### src/rtl/ibex_lsu_outstanding_pkg.sv
`default_nettype none
// ============================================================================
// Module      : ibex_lsu_pkg
// Description : Shared types for the outstanding-transaction LSU: access size
//               enum, per-beat metadata record and issue FSM states.
// Revision    : 1.0 - initial release
// ============================================================================
package ibex_lsu_pkg;

  // Wide enough for counts 0..8 plus the two beats a split access adds
  localparam int CNT_W = 4;

  typedef enum logic [1:0] {
    LSU_WORD   = 2'b00,
    LSU_HALF   = 2'b01,
    LSU_BYTE   = 2'b10,
    LSU_DOUBLE = 2'b11
  } lsu_type_e;

  typedef enum logic [0:0] {
    ST_IDLE   = 1'b0,
    ST_SECOND = 1'b1
  } lsu_state_e;

  // One entry per bus beat (or per PMP-faulted beat) awaiting its response
  typedef struct packed {
    logic [2:0] offset;    // byte offset of the access inside the first bus word
    lsu_type_e  lsu_type;
    logic       sign_ext;
    logic       we;
    logic       split;     // first half of a split access: no core response
    logic       second;    // second half of a split access: merge with hold
    logic       err;       // PMP fault: entry retires without a bus response
  } lsu_meta_t;

endpackage
`default_nettype wire

### src/rtl/ibex_lsu_outstanding_if.sv
`default_nettype none
// ============================================================================
// Module      : ibex_lsu_outstanding_if
// Description : Data-bus side of the LSU (request/grant/response plus PMP).
// Revision    : 1.0 - initial release
// ============================================================================
interface ibex_lsu_outstanding_if #(
  parameter int DataWidth = 32
);
  logic                     data_req_o;
  logic                     data_gnt_i;
  logic [31:0]              data_addr_o;
  logic                     data_we_o;
  logic [DataWidth/8-1:0]   data_be_o;
  logic [DataWidth-1:0]     data_wdata_o;
  logic                     data_rvalid_i;
  logic [DataWidth-1:0]     data_rdata_i;
  logic                     data_bus_err_i;
  logic                     data_pmp_err_i;

  modport master (
    output data_req_o, data_addr_o, data_we_o, data_be_o, data_wdata_o,
    input  data_gnt_i, data_rvalid_i, data_rdata_i, data_bus_err_i, data_pmp_err_i
  );

  modport slave (
    input  data_req_o, data_addr_o, data_we_o, data_be_o, data_wdata_o,
    output data_gnt_i, data_rvalid_i, data_rdata_i, data_bus_err_i, data_pmp_err_i
  );
endinterface
`default_nettype wire

### src/rtl/ibex_lsu_meta_fifo.sv
`default_nettype none
// ============================================================================
// Module      : ibex_lsu_meta_fifo
// Description : In-order metadata queue; push and pop may coincide when full.
// Revision    : 1.0 - initial release
// ============================================================================
module ibex_lsu_meta_fifo
  import ibex_lsu_pkg::*;
#(
  parameter int Depth = 2
) (
  input  logic             clk_i,
  input  logic             rst_i,
  input  logic             push_i,
  input  lsu_meta_t        push_data_i,
  input  logic             pop_i,
  output lsu_meta_t        head_o,
  output logic             full_o,
  output logic             empty_o,
  output logic [CNT_W-1:0] level_o
);
  localparam int                PtrW    = (Depth > 1) ? $clog2(Depth) : 1;
  localparam logic [PtrW-1:0]   LastPtr = PtrW'(Depth - 1);
  localparam logic [CNT_W-1:0]  DepthC  = CNT_W'(Depth);

  lsu_meta_t        mem_q [Depth];
  logic [PtrW-1:0]  wptr_q, wptr_d, rptr_q, rptr_d;
  logic [CNT_W-1:0] level_q, level_d;
  logic             w_push, w_pop;

  // Pointer and level update; a pop frees the slot a same-cycle push uses
  always_comb begin
    w_pop   = pop_i && (level_q != '0);
    w_push  = push_i && ((level_q != DepthC) || w_pop);
    wptr_d  = wptr_q;
    rptr_d  = rptr_q;
    level_d = level_q;
    if (w_push) wptr_d = (wptr_q == LastPtr) ? '0 : wptr_q + 1'b1;
    if (w_pop)  rptr_d = (rptr_q == LastPtr) ? '0 : rptr_q + 1'b1;
    if (w_push && !w_pop)      level_d = level_q + 1'b1;
    else if (!w_push && w_pop) level_d = level_q - 1'b1;
  end

  // Control state register
  always_ff @(posedge clk_i or posedge rst_i) begin
    if (rst_i) begin
      wptr_q  <= '0;
      rptr_q  <= '0;
      level_q <= '0;
    end else begin
      wptr_q  <= wptr_d;
      rptr_q  <= rptr_d;
      level_q <= level_d;
    end
  end

  // Storage needs no reset: entries are only read while the level covers them
  always_ff @(posedge clk_i) begin
    if (w_push) mem_q[wptr_q] <= push_data_i;
  end

  assign head_o  = mem_q[rptr_q];
  assign full_o  = (level_q == DepthC);
  assign empty_o = (level_q == '0);
  assign level_o = level_q;

endmodule
`default_nettype wire

### src/rtl/ibex_lsu_outstanding.sv
`default_nettype none
// ============================================================================
// Module      : ibex_lsu_outstanding
// Description : LSU with several granted-but-unanswered bus beats, split
//               handling of misaligned accesses and in-order responses.
// Revision    : 1.0 - initial release
// ============================================================================
module ibex_lsu_outstanding
  import ibex_lsu_pkg::*;
#(
  parameter int DataWidth      = 32,
  parameter int MaxOutstanding = 2
) (
  input  logic                 clk_i,
  input  logic                 rst_i,
  input  logic                 lsu_req_i,
  input  logic                 lsu_we_i,
  input  logic [1:0]           lsu_type_i,
  input  logic                 lsu_sign_ext_i,
  input  logic [31:0]          lsu_addr_i,
  input  logic [DataWidth-1:0] lsu_wdata_i,
  output logic                 lsu_req_done_o,
  output logic                 lsu_resp_valid_o,
  output logic [DataWidth-1:0] lsu_rdata_o,
  output logic                 load_err_o,
  output logic                 store_err_o,
  output logic                 busy_o,
  output logic                 perf_load_o,
  output logic                 perf_store_o,
  ibex_lsu_outstanding_if.master bus
);
  localparam int               NB    = DataWidth / 8;
  localparam int               OffW  = $clog2(NB);
  localparam logic [CNT_W-1:0] MaxC  = CNT_W'(MaxOutstanding);

  lsu_state_e          state_q, state_d;
  logic [CNT_W-1:0]    count_q, count_d;
  logic [CNT_W-1:0]    pmp_cnt_q, pmp_cnt_d;
  logic [DataWidth-1:0] hold_q, hold_d;
  logic                hold_err_q, hold_err_d;

  logic                w_req, w_split, w_room, w_push, w_pop, w_accept, w_grant, w_rvalid;
  logic [2:0]          w_off;
  logic [2*NB-1:0]     w_mask, w_be_all;
  logic [CNT_W-1:0]    w_beats, w_level;
  logic [6:0]          w_wsh;
  lsu_meta_t           w_push_meta, w_head;
  logic                w_full, w_empty, w_err;
  logic [2*DataWidth-1:0] w_merged;
  logic [DataWidth-1:0] w_shifted, w_ext, w_low_mask;
  logic                w_sign;

  // Reset forces every handshake output low while address/be/wdata stay live
  assign w_req    = lsu_req_i & ~rst_i;
  assign w_off    = 3'(lsu_addr_i[OffW-1:0]);
  assign w_wsh    = {1'b0, w_off, 3'b000};
  assign w_be_all = w_mask << w_off;
  assign w_split  = |w_be_all[2*NB-1:NB];
  assign w_beats  = w_split ? CNT_W'(2) : CNT_W'(1);
  // The PMP-entry guard keeps a faulted entry from sharing a cycle with a bus rvalid
  assign w_room   = ((count_q + w_beats) <= MaxC) && ((w_level + w_beats) <= MaxC) &&
                    (pmp_cnt_q == '0);

  // Byte-enable pattern of the access before rotation into lanes
  always_comb begin
    w_mask = '0;
    unique case (lsu_type_i)
      2'b10:   w_mask = (2*NB)'(8'h01);
      2'b01:   w_mask = (2*NB)'(8'h03);
      2'b00:   w_mask = (2*NB)'(8'h0F);
      default: w_mask = (2*NB)'(8'hFF);
    endcase
  end

  assign bus.data_addr_o  = {lsu_addr_i[31:OffW], {OffW{1'b0}}} +
                            ((state_q == ST_SECOND) ? 32'(NB) : 32'd0);
  assign bus.data_be_o    = (state_q == ST_SECOND) ? w_be_all[2*NB-1:NB] : w_be_all[NB-1:0];
  assign bus.data_wdata_o = (lsu_wdata_i << w_wsh) | (lsu_wdata_i >> (7'(DataWidth) - w_wsh));
  assign bus.data_we_o    = lsu_we_i & ~rst_i;
  assign w_grant          = bus.data_req_o & bus.data_gnt_i;

  // Issue FSM: next state, bus request and metadata push
  always_comb begin
    state_d              = state_q;
    bus.data_req_o       = 1'b0;
    lsu_req_done_o       = 1'b0;
    w_push               = 1'b0;
    w_accept             = 1'b0;
    w_push_meta          = '0;
    w_push_meta.offset   = w_off;
    w_push_meta.lsu_type = lsu_type_e'(lsu_type_i);
    w_push_meta.sign_ext = lsu_sign_ext_i;
    w_push_meta.we       = lsu_we_i;
    unique case (state_q)
      ST_IDLE: begin
        if (w_req) begin
          if (bus.data_pmp_err_i) begin
            if (!w_full) begin
              w_push          = 1'b1;
              w_push_meta.err = 1'b1;
              lsu_req_done_o  = 1'b1;
              w_accept        = 1'b1;
            end
          end else if (w_room) begin
            bus.data_req_o = 1'b1;
            if (bus.data_gnt_i) begin
              w_push            = 1'b1;
              w_push_meta.split = w_split;
              w_accept          = 1'b1;
              if (w_split) state_d = ST_SECOND;
              else         lsu_req_done_o = 1'b1;
            end
          end
        end
      end
      ST_SECOND: begin
        w_push_meta.second = 1'b1;
        if (bus.data_pmp_err_i) begin
          w_push          = 1'b1;
          w_push_meta.err = 1'b1;
          lsu_req_done_o  = 1'b1;
          state_d         = ST_IDLE;
        end else begin
          bus.data_req_o = 1'b1;
          if (bus.data_gnt_i) begin
            w_push         = 1'b1;
            lsu_req_done_o = 1'b1;
            state_d        = ST_IDLE;
          end
        end
      end
      default: state_d = ST_IDLE;
    endcase
  end

  assign perf_load_o  = w_accept & ~lsu_we_i;
  assign perf_store_o = w_accept & lsu_we_i;

  ibex_lsu_meta_fifo #(
    .Depth (MaxOutstanding)
  ) u_meta_fifo (
    .clk_i       (clk_i),
    .rst_i       (rst_i),
    .push_i      (w_push),
    .push_data_i (w_push_meta),
    .pop_i       (w_pop),
    .head_o      (w_head),
    .full_o      (w_full),
    .empty_o     (w_empty),
    .level_o     (w_level)
  );

  // Response side: retire the head, track counts and the split-half holding register
  always_comb begin
    w_rvalid   = bus.data_rvalid_i && (count_q != '0);
    w_pop      = !w_empty && (w_head.err || w_rvalid);
    count_d    = count_q;
    if (w_grant && !w_rvalid)      count_d = count_q + 1'b1;
    else if (!w_grant && w_rvalid) count_d = count_q - 1'b1;
    pmp_cnt_d  = pmp_cnt_q;
    if ((w_push && w_push_meta.err) && !(w_pop && w_head.err))      pmp_cnt_d = pmp_cnt_q + 1'b1;
    else if (!(w_push && w_push_meta.err) && (w_pop && w_head.err)) pmp_cnt_d = pmp_cnt_q - 1'b1;
    hold_d     = hold_q;
    hold_err_d = hold_err_q;
    if (w_pop && w_head.split) begin
      hold_d     = bus.data_rdata_i;
      hold_err_d = bus.data_bus_err_i | w_head.err;
    end
  end

  // Load data: merge halves, shift the addressed bytes down, then extend
  always_comb begin
    w_merged   = w_head.second ? {bus.data_rdata_i, hold_q} : {{DataWidth{1'b0}}, bus.data_rdata_i};
    w_shifted  = DataWidth'(w_merged >> {w_head.offset, 3'b000});
    w_low_mask = '1;
    w_sign     = w_shifted[DataWidth-1];
    unique case (w_head.lsu_type)
      LSU_BYTE: begin w_low_mask = DataWidth'(8'hFF);         w_sign = w_shifted[7];  end
      LSU_HALF: begin w_low_mask = DataWidth'(16'hFFFF);      w_sign = w_shifted[15]; end
      LSU_WORD: begin w_low_mask = DataWidth'(32'hFFFF_FFFF); w_sign = w_shifted[31]; end
      default:  begin w_low_mask = '1; w_sign = w_shifted[DataWidth-1]; end
    endcase
    w_ext = w_shifted & w_low_mask;
    if (w_head.sign_ext && w_sign) w_ext = w_ext | ~w_low_mask;
  end

  assign w_err            = w_head.err | (w_rvalid & bus.data_bus_err_i) | (w_head.second & hold_err_q);
  assign lsu_resp_valid_o = w_pop && !w_head.split;
  assign lsu_rdata_o      = (lsu_resp_valid_o && !w_head.we) ? w_ext : '0;
  assign load_err_o       = lsu_resp_valid_o & w_err & ~w_head.we;
  assign store_err_o      = lsu_resp_valid_o & w_err & w_head.we;
  assign busy_o           = (state_q != ST_IDLE) || !w_empty;

  // State, counters and holding register
  always_ff @(posedge clk_i or posedge rst_i) begin
    if (rst_i) begin
      state_q    <= ST_IDLE;
      count_q    <= '0;
      pmp_cnt_q  <= '0;
      hold_q     <= '0;
      hold_err_q <= 1'b0;
    end else begin
      state_q    <= state_d;
      count_q    <= count_d;
      pmp_cnt_q  <= pmp_cnt_d;
      hold_q     <= hold_d;
      hold_err_q <= hold_err_d;
    end
  end

endmodule
`default_nettype wire

### src/flat_wrapper.sv
// flat-port wrapper written by rule: the top's interface ports become plain ports
module ibex_lsu_outstanding_flat import ibex_lsu_pkg::*;
#(
  parameter int DataWidth      = 32,
  parameter int MaxOutstanding = 2
)
  (clk_i, rst_i, lsu_req_i, lsu_we_i, lsu_type_i, lsu_sign_ext_i, lsu_addr_i, lsu_wdata_i, lsu_req_done_o, lsu_resp_valid_o, lsu_rdata_o, load_err_o, store_err_o, busy_o, perf_load_o, perf_store_o, bus_data_req_o, bus_data_addr_o, bus_data_we_o, bus_data_be_o, bus_data_wdata_o, bus_data_gnt_i, bus_data_rvalid_i, bus_data_rdata_i, bus_data_bus_err_i, bus_data_pmp_err_i);
  ibex_lsu_outstanding_if #(.DataWidth(DataWidth)) bus_i ();
  input  logic clk_i;
  input  logic rst_i;
  input  logic lsu_req_i;
  input  logic lsu_we_i;
  input  logic [1:0] lsu_type_i;
  input  logic lsu_sign_ext_i;
  input  logic [31:0] lsu_addr_i;
  input  logic [DataWidth-1:0] lsu_wdata_i;
  output logic lsu_req_done_o;
  output logic lsu_resp_valid_o;
  output logic [DataWidth-1:0] lsu_rdata_o;
  output logic load_err_o;
  output logic store_err_o;
  output logic busy_o;
  output logic perf_load_o;
  output logic perf_store_o;
  output wire logic [$bits(bus_i.data_req_o)-1:0] bus_data_req_o;
  output wire logic [$bits(bus_i.data_addr_o)-1:0] bus_data_addr_o;
  output wire logic [$bits(bus_i.data_we_o)-1:0] bus_data_we_o;
  output wire logic [$bits(bus_i.data_be_o)-1:0] bus_data_be_o;
  output wire logic [$bits(bus_i.data_wdata_o)-1:0] bus_data_wdata_o;
  input wire logic [$bits(bus_i.data_gnt_i)-1:0] bus_data_gnt_i;
  input wire logic [$bits(bus_i.data_rvalid_i)-1:0] bus_data_rvalid_i;
  input wire logic [$bits(bus_i.data_rdata_i)-1:0] bus_data_rdata_i;
  input wire logic [$bits(bus_i.data_bus_err_i)-1:0] bus_data_bus_err_i;
  input wire logic [$bits(bus_i.data_pmp_err_i)-1:0] bus_data_pmp_err_i;
  assign bus_data_req_o = bus_i.data_req_o;
  assign bus_data_addr_o = bus_i.data_addr_o;
  assign bus_data_we_o = bus_i.data_we_o;
  assign bus_data_be_o = bus_i.data_be_o;
  assign bus_data_wdata_o = bus_i.data_wdata_o;
  assign bus_i.data_gnt_i = bus_data_gnt_i;
  assign bus_i.data_rvalid_i = bus_data_rvalid_i;
  assign bus_i.data_rdata_i = bus_data_rdata_i;
  assign bus_i.data_bus_err_i = bus_data_bus_err_i;
  assign bus_i.data_pmp_err_i = bus_data_pmp_err_i;
  ibex_lsu_outstanding #(.DataWidth(DataWidth), .MaxOutstanding(MaxOutstanding)) u_core (.clk_i(clk_i), .rst_i(rst_i), .lsu_req_i(lsu_req_i), .lsu_we_i(lsu_we_i), .lsu_type_i(lsu_type_i), .lsu_sign_ext_i(lsu_sign_ext_i), .lsu_addr_i(lsu_addr_i), .lsu_wdata_i(lsu_wdata_i), .lsu_req_done_o(lsu_req_done_o), .lsu_resp_valid_o(lsu_resp_valid_o), .lsu_rdata_o(lsu_rdata_o), .load_err_o(load_err_o), .store_err_o(store_err_o), .busy_o(busy_o), .perf_load_o(perf_load_o), .perf_store_o(perf_store_o), .bus(bus_i));
endmodule
### config.mk
export PLATFORM = sky130hd
export DESIGN_NAME = ibex_lsu_outstanding_flat
export DESIGN_NICKNAME = d
export VERILOG_FILES = /design/src/rtl/ibex_lsu_outstanding_pkg.sv /design/src/rtl/ibex_lsu_outstanding_if.sv /design/src/rtl/ibex_lsu_meta_fifo.sv /design/src/rtl/ibex_lsu_outstanding.sv /design/src/flat_wrapper.sv
export SDC_FILE = /design/constraint.sdc
export NUM_CORES = 1
export LEC_CHECK = 0
export BUFFER_PORTS_ARGS = -buffer_cell sky130_fd_sc_hd__buf_2
export CAP_MARGIN = 10
export CELL_PAD_IN_SITES_DETAIL_PLACEMENT = 0
export CELL_PAD_IN_SITES_GLOBAL_PLACEMENT = 1
export CORE_ASPECT_RATIO = 2
export CORE_MARGIN = 2
export CORE_UTILIZATION = 34
export DETAILED_ROUTE_END_ITERATION = 7
export GPL_TIMING_DRIVEN = 0
export HOLD_SLACK_MARGIN = 0.05
export PLACE_DENSITY = 0.8
export SLEW_MARGIN = 20
export SYNTH_ARGS = -nofsm -noshare
export SYNTH_HDL_FRONTEND = slang
export SYNTH_SLANG_ARGS = --single-unit
### constraint.sdc
create_clock -name clk_i -period 4.9 [get_ports clk_i]
set_input_delay 1.225 -clock clk_i [delete_from_list [all_inputs] [get_ports clk_i]]
set_output_delay 1.225 -clock clk_i [all_outputs]
set_load 0.03 [all_outputs]
==> impl_metrics.tcl, run 1 <==
set metrics [dict create \
    hold_buffers 0 \
    crit_fanout 5 \
    status "complete, but fails checks" \
    yosysWarnings 0 \
    ios 216 \
    synth_commonest_cells "99 x nand2_1, 73 x a21oi_1, 57 x mux2i_1, 52 x nor2_1, 48 x dfrtp_1" \
    required_ns 3.67 \
    postLayoutCoreUtil_pct 45.4 \
    arrival_ns 3.72 \
    dp_hpwl_mm 18.0 \
    fin_crit_ns 4.94 \
    numCtsBuffers 9 \
    synth_top_area_cell "dfrtp_1" \
    wl_mm 21.5 \
    synthCells 758 \
    clockBufferDepth 2 \
    antenna_found_initial 0 \
    crit_type "input pin to output port" \
    drt-initial-drc-count 257 \
    antenna_left 0 \
    failed_checks "setup timing" \
    gp_congestion 0.938 \
    route.detailed.drc 0 \
    grt_pass1_wl_mm 33.7 \
    gr-usage-met2_pct 42.2 \
    leakage_nw 3.70 \
    fin_crit_sh_pct 101 \
    synth_top_area_share_pct 19.0 \
    finalHoldViolCount 0 \
    hold_path_class "flop to flop" \
    gr-total-overflow 0 \
    startpoint_type "input pin" \
    cts_tree "built" \
    slew_headroom_pct 31.5 \
    endpoint_kind "output port" \
    ys_seq_area_share_pct 27.5 \
    vias 6592 \
    cap_violations 0 \
    coreArea_sq_um 18200 \
    drive_above_1_share_pct 33.2 \
    grt_util_met3_pct 2.55 \
    hold_path_startpoint "u_core.pmp_cnt_q[3]" \
    whs_endpoint "u_core.pmp_cnt_q[3]" \
    clk-insertion-delay-late_ns 0.32 \
    root_buffer "clkbuf_16" \
    area_growth_pct 30.7 \
    drt_first_pass_iters 7 \
    port-buffer-count 213 \
    skew_ns 0.00481 \
    grt.busiest_layer "met2" \
    setup_viol 2 \
    synthFlopType "dfrtp_1" \
    hold_depth 1 \
    drv_slew 0 \
    grt_pass1_vias 6611 \
    grt_use_met1_pct 20.7 \
    netlist_area_sq_um 6320 \
    synth_edf_count 18 \
    die_x_um 100 \
    grt_usage_pct 21.5 \
    nNetsFinal 1119 \
    synth.area.top_cells "dfrtp_1 19%, mux2i_1 9.0%, edfxtp_1 8.5%, mux2_2 8.4%, nand2_1 5.9%" \
    yosysMostFrequentCell "nand2_1" \
    fin_ws_ns -0.0423 \
    power_density_nw_per_um2 455 \
    worstReg2RegStart "u_core.u_meta_fifo.level_o[0]" \
    r2r-end "u_core.u_meta_fifo.level_o[3]" \
    avgViaCountPerCell 5.45 \
    rows 70 \
    die_y_um 197 \
    die_area_sq_um 19800 \
    clkTransAtPathRegs_ns 0.05 \
    ir_worst_vdd_mv 0.185 \
    antenna_cells 0 \
    synth_seq_cells 66 \
    hold-worst-slack_ns 0.479 \
    htreeDepth 3 \
    ys_types 54 \
    r2r_setup_slack_ns 1.14 \
    synthArstFlopShare_pct 72.7 \
    cts.sinks 66 \
    initial_core_util_pct 34.7 \
    avgSynthCellArea_sq_um 8.34 \
    ff2ff_path_depth 18 \
    rsz0062_at_grt "yes" \
    grt_max_degree 27 \
    clock.fmax_mhz 202 \
    drt-wirelength-per-cell_um 17.8 \
    tightest_slew_ns 1.02 \
]
routing by layer:
| metal | vias to the layer above | share of wire [%] | wire length [um] |
|---|---|---|---|
| li1 | 3232 | - | - |
| met1 | 3005 | 34 | 7350 |
| met2 | 273 | 55 | 11900 |
| met3 | 82 | 4.8 | 1030 |
| met4 | 0 | 5.6 | 1210 |
| met5 | - | 0 | 0 |
report_power, final:
group	internal [mW]	switching, mW	leakage [nW]
Clock	0.337	0.222	0.126
Sequential	0.784	0.181	0.724
Combinational	0.910	1.33	2.85
through the flow:
| step | setup slack, ns | power, mW | cells | TNS, ns | area, sq um |
|---|---|---|---|---|---|
| CTS | -0.0346 | 3.77 | 1209 | -0.0384 | 8210 |
| finish | -0.0423 | 3.76 | 1210 | -0.0472 | 8270 |
| detailed placement | -0.879 | 3.16 | 1189 | -23.35 | 7780 |
| floorplan | 0.00543 | 2.57 | 759 | 0 | 6410 |
| global placement | -0.889 | 3.13 | 1188 | -28.64 | 7750 |
| global route | -0.158 | 4.06 | 1210 | -0.467 | 8270 |
what timing repair did:
action	CTS	global route
pin swaps	8	10
gates resized for setup	30	11
endpoints found under the setup margin	36	21
setup buffers	8	3
gates cloned	0	0
how the worst max path moves through the flow:
stage | cells past startpoint | slack [ns] | from | to
after global routing | 13 | -0.16 | lsu_type_i[1] | lsu_req_done_o
final | 13 | -0.04 | lsu_type_i[1] | lsu_req_done_o
after global placement | 10 | -0.89 | lsu_addr_i[0] | bus_data_wdata_o[10]
after detailed placement | 11 | -0.88 | lsu_addr_i[0] | bus_data_wdata_o[4]
after floorplan | 13 | 0.005 | lsu_type_i[0] | lsu_req_done_o
after CTS | 15 | -0.03 | lsu_type_i[0] | lsu_req_done_o
cells in the final DEF (no fill, tap or decap), types with 14 or more instances in the layout:
| cell type | Yosys | layout |
|---|---|---|
| mux2_2 | 47 | 47 |
| mux2i_1 | 57 | 57 |
| a211oi_1 | 22 | 17 |
| ha_1 | 18 | 15 |
| nand2_1 | 99 | 98 |
| nor2_1 | 52 | 50 |
| nand3_1 | 45 | 44 |
| o21ai_0 | 28 | 27 |
| buf_2 | 2 | 209 |
| edfxtp_1 | 18 | 18 |
| clkbuf_1 | 40 | 33 |
| a21oi_1 | 73 | 71 |
| buf_4 | 2 | 14 |
| dfrtp_1 | 48 | 48 |
| inv_1 | 20 | 16 |
| xnor2_1 | 34 | 33 |
cells by family (layout without fill, tap and decap cells):
logic type      after synthesis  after routing  share of synthesized area (%)
compound gates              194            194                           19.8
fa+ha+maj                    23             23                           5.14
mux                         107            107                           18.5
simple gates                253            253                           18.2
flops                        66             66                           27.5
buf+inv                      69            304                           4.49
other cells                   1              2                         0.0593
xor+xnor                     45             45                           6.23
cell type report:
cell class                      instances  area [sq um]
Inverter                               20          83.8
Timing Repair Buffer                  225          1210
Tap cell                              216           270
Clock buffer                           10           229
Multi-Input combinational cell        624          4510
Clock inverter                          6          33.8
Sequential cell                        66          1740
Fill cell                            1880          9950
Buffer                                 43           189
sequential cells by signal, indices dropped and copies added (netlist names):
signal and flops:
u_core.hold_q 32, u_core.u_meta_fifo.mem_q 18, u_core.count_q 4, u_core.pmp_cnt_q 4
u_core.u_meta_fifo.level_o 4, u_core.hold_err_q 1, u_core.state_q 1, u_core.u_meta_fifo.rptr_q 1
u_core.u_meta_fifo.wptr_q 1
critical path: stages:
cell	delay (ns)
buf_8	0.11
ha_4	0.26
a21o_4	0.23
nor2_4	0.13
inv_4	0.06
fa_2	0.35
xnor2_2	0.17
and4_1	0.24
nand2_2	0.07
nor3_4	0.21
nand3_4	0.16
o311ai_4	0.31
buf_6	0.18
(Power assumes the default switching activity.)
==> run 2, diff against run 1 <==
--- a/config.mk
+++ b/config.mk
@@ -11,11 +11,11 @@
 export CELL_PAD_IN_SITES_GLOBAL_PLACEMENT = 1
 export CORE_ASPECT_RATIO = 2
 export CORE_MARGIN = 2
-export CORE_UTILIZATION = 34
+export CORE_UTILIZATION = 30
 export DETAILED_ROUTE_END_ITERATION = 7
 export GPL_TIMING_DRIVEN = 0
 export HOLD_SLACK_MARGIN = 0.05
-export PLACE_DENSITY = 0.8
+export PLACE_DENSITY = 0.72
 export SLEW_MARGIN = 20
 export SYNTH_ARGS = -nofsm -noshare
 export SYNTH_HDL_FRONTEND = slang
==> run 2 against run 1 <==
Effect of this change:
- the run still ends with setup timing left
- wire length rose by 7.8%
- die area rose by 13%
- clock-buffer cell count rose by 2
- sequential power barely moved
==> impl_metrics.tcl, run 2 (synthesis gave the netlist of run 1 again) <==
set metrics [dict create \
    tightest_slew_ns 0.949 \
    grt_pass1_vias 6725 \
    gr-total-overflow 0 \
    power_density_nw_per_um2 460 \
    root_buffer "clkbuf_16" \
    crit_chain "buf_8 > ha_4 > a21o_4 > nor2_4 > inv_4 > fa_2 > xnor2_2 > and4_4 > nand2_4 > nor3_4 > nand3_4 > o311ai_4 > buf_6" \
    clockBufferDepth 2 \
    multi_input_area_sq_um 4520 \
    grt_usage_pct 20.5 \
    fin_ws_ns -0.0563 \
    port-buffer-count 213 \
    seq_power_share_pct 25.0 \
    die_y_um 209 \
    critical-path-top-delay-family "simple AND/OR/NAND/NOR gates" \
    hold_depth 1 \
    p_int_mw 2.11 \
    cts.sinks 66 \
    htreeDepth 3 \
    coreArea_sq_um 20800 \
    grt_max_degree 35 \
    startpoint_type "input pin" \
    required_ns 3.67 \
    setup_viol 2 \
    p_comb_share_pct 58.9 \
    arrival_ns 3.73 \
    fin_crit_sh_pct 101 \
    cap_violations 0 \
    drv_slew 0 \
    finalHoldViolCount 0 \
    numCtsBuffers 9 \
    route.detailed.drc 0 \
    drt-initial-drc-count 349 \
    seq_area_sq_um 1740 \
    vias 6640 \
    cp_num_cells 13 \
    rows 75 \
    drt-wirelength-per-cell_um 18.3 \
    clkTransAtPathRegs_ns 0.05 \
    failed_checks "setup timing" \
    final_common_cell "buf_2" \
    skew_ns 0.00898 \
    nNetsFinal 1121 \
    endpoint_kind "output port" \
    cts_tree "built" \
    leakage_nw 3.74 \
    p_clk_share_pct 16.1 \
    antenna_found_initial 1 \
    drive_above_1_share_pct 33.7 \
    ios 216 \
    ff2ff_path_depth 19 \
    layout_common_cells "210 x buf_2, 97 x nand2_1, 70 x a21oi_1, 57 x mux2i_1, 50 x nor2_1" \
    grt_pass1_wl_mm 36.1 \
    clk-insertion-delay-late_ns 0.33 \
    largest_register_ffs 32 \
    status "complete, but fails checks" \
    area_growth_pct 32.6 \
    finalPower_mw 3.86 \
    clock.fmax_mhz 202 \
    switching_share_pct 45.5 \
    antenna_left 0 \
    nFillCells 2262 \
    dp_hpwl_mm 19.4 \
    wl_mm 23.2 \
    crit_fanout 5 \
    switching_power_mw 1.75 \
    ir_worst_vdd_mv 0.173 \
    crit_type "input pin to output port" \
    cpPeakStageDelay_ns 0.36 \
    gp_congestion 0.946 \
    die_x_um 107 \
    largestRegisters "u_core.hold_q (32), u_core.u_meta_fifo.mem_q (18)" \
    die_area_sq_um 22300 \
    crit_buf_inv 3 \
    hold-worst-slack_ns 0.469 \
    avgViaCountPerCell 5.25 \
    initial_core_util_pct 30.4 \
    largest-register "u_core.hold_q" \
    hold_buffers 0 \
    fin_crit_ns 4.96 \
    drt_first_pass_iters 5 \
    hold_path_class "flop to flop" \
    rsz0062_at_grt "yes" \
    cp_slowest_cell "fa_2" \
    slew_headroom_pct 36.4 \
]
[run 2: path summary, 6_finish.rpt]
| check | start | end | slack, ns |
|---|---|---|---|
| setup / recovery | lsu_type_i[1] | lsu_req_done_o | -0.06 |
| hold / removal | u_core.pmp_cnt_q[3] | u_core.pmp_cnt_q[3] | 0.47 |
| setup reg to reg | u_core.u_meta_fifo.level_o[0] | u_core.u_meta_fifo.level_o[3] | 1.03 |
| hold reg to reg | u_core.pmp_cnt_q[3] | u_core.pmp_cnt_q[3] | 0.47 |
| max in group asynchronous | rst_i | u_core.hold_q[14] | 3.47 |
| min in group asynchronous | rst_i | u_core.u_meta_fifo.level_o[2] | 0.91 |
[run 2: repair_timing]
action	CTS	global route
gates resized for setup	35	10
pin swaps	7	8
setup buffers	8	6
setup endpoints to repair	45	37
gates cloned	0	0
endpoints found under the hold margin	0	0
[run 2: power by group through the flow]
| stage | clock network [mW] | logic (mW) | registers (mW) |
|---|---|---|---|
| after global routing | 0.659 | 2.48 | 0.998 |
| after CTS | 0.641 | 2.26 | 0.962 |
| after global placement | 0 | 2.19 | 0.961 |
| after floorplan | 0 | 1.64 | 0.926 |
| final | 0.622 | 2.27 | 0.965 |
| after detailed placement | 0 | 2.22 | 0.970 |
[run 2: per-layer routing]
| metal | vias to the layer above | share of wire (%) | track usage (%) | routed length (um) |
|---|---|---|---|---|
| met5 | - | 0 | 0 | 0 |
| met4 | 0 | 4.6 | 10.5 | 1060 |
| met3 | 56 | 3.8 | 1.71 | 870 |
| met2 | 245 | 58 | 41.8 | 13400 |
| met1 | 3116 | 34 | 19.5 | 7880 |
| li1 | 3223 | - | - | - |
[run 2: per-stage QoR]
stage	cells	instance area, sq um	setup slack (ns)	setup TNS (ns)	utilization, %
finish	1265	8390	-0.0563	-0.0709	40.3
global route	1265	8390	-0.147	-0.332	40.3
CTS	1261	8320	-0.0547	-0.118	39.9
detailed placement	1242	7850	-0.889	-24.03	37.7
global placement	1241	7820	-0.935	-29.93	37.5
floorplan	759	6410	0.00543	0	-
[run 2: cell type report]
cell class	instances	area share, %
Antenna cell	1	0.0298
Buffer	42	2.24
Clock buffer	12	2.94
Clock inverter	3	0.477
Inverter	20	1.00
Multi-Input combinational cell	624	53.8
Sequential cell	66	20.8
Tap cell	269	4.01
Timing Repair Buffer	228	14.7
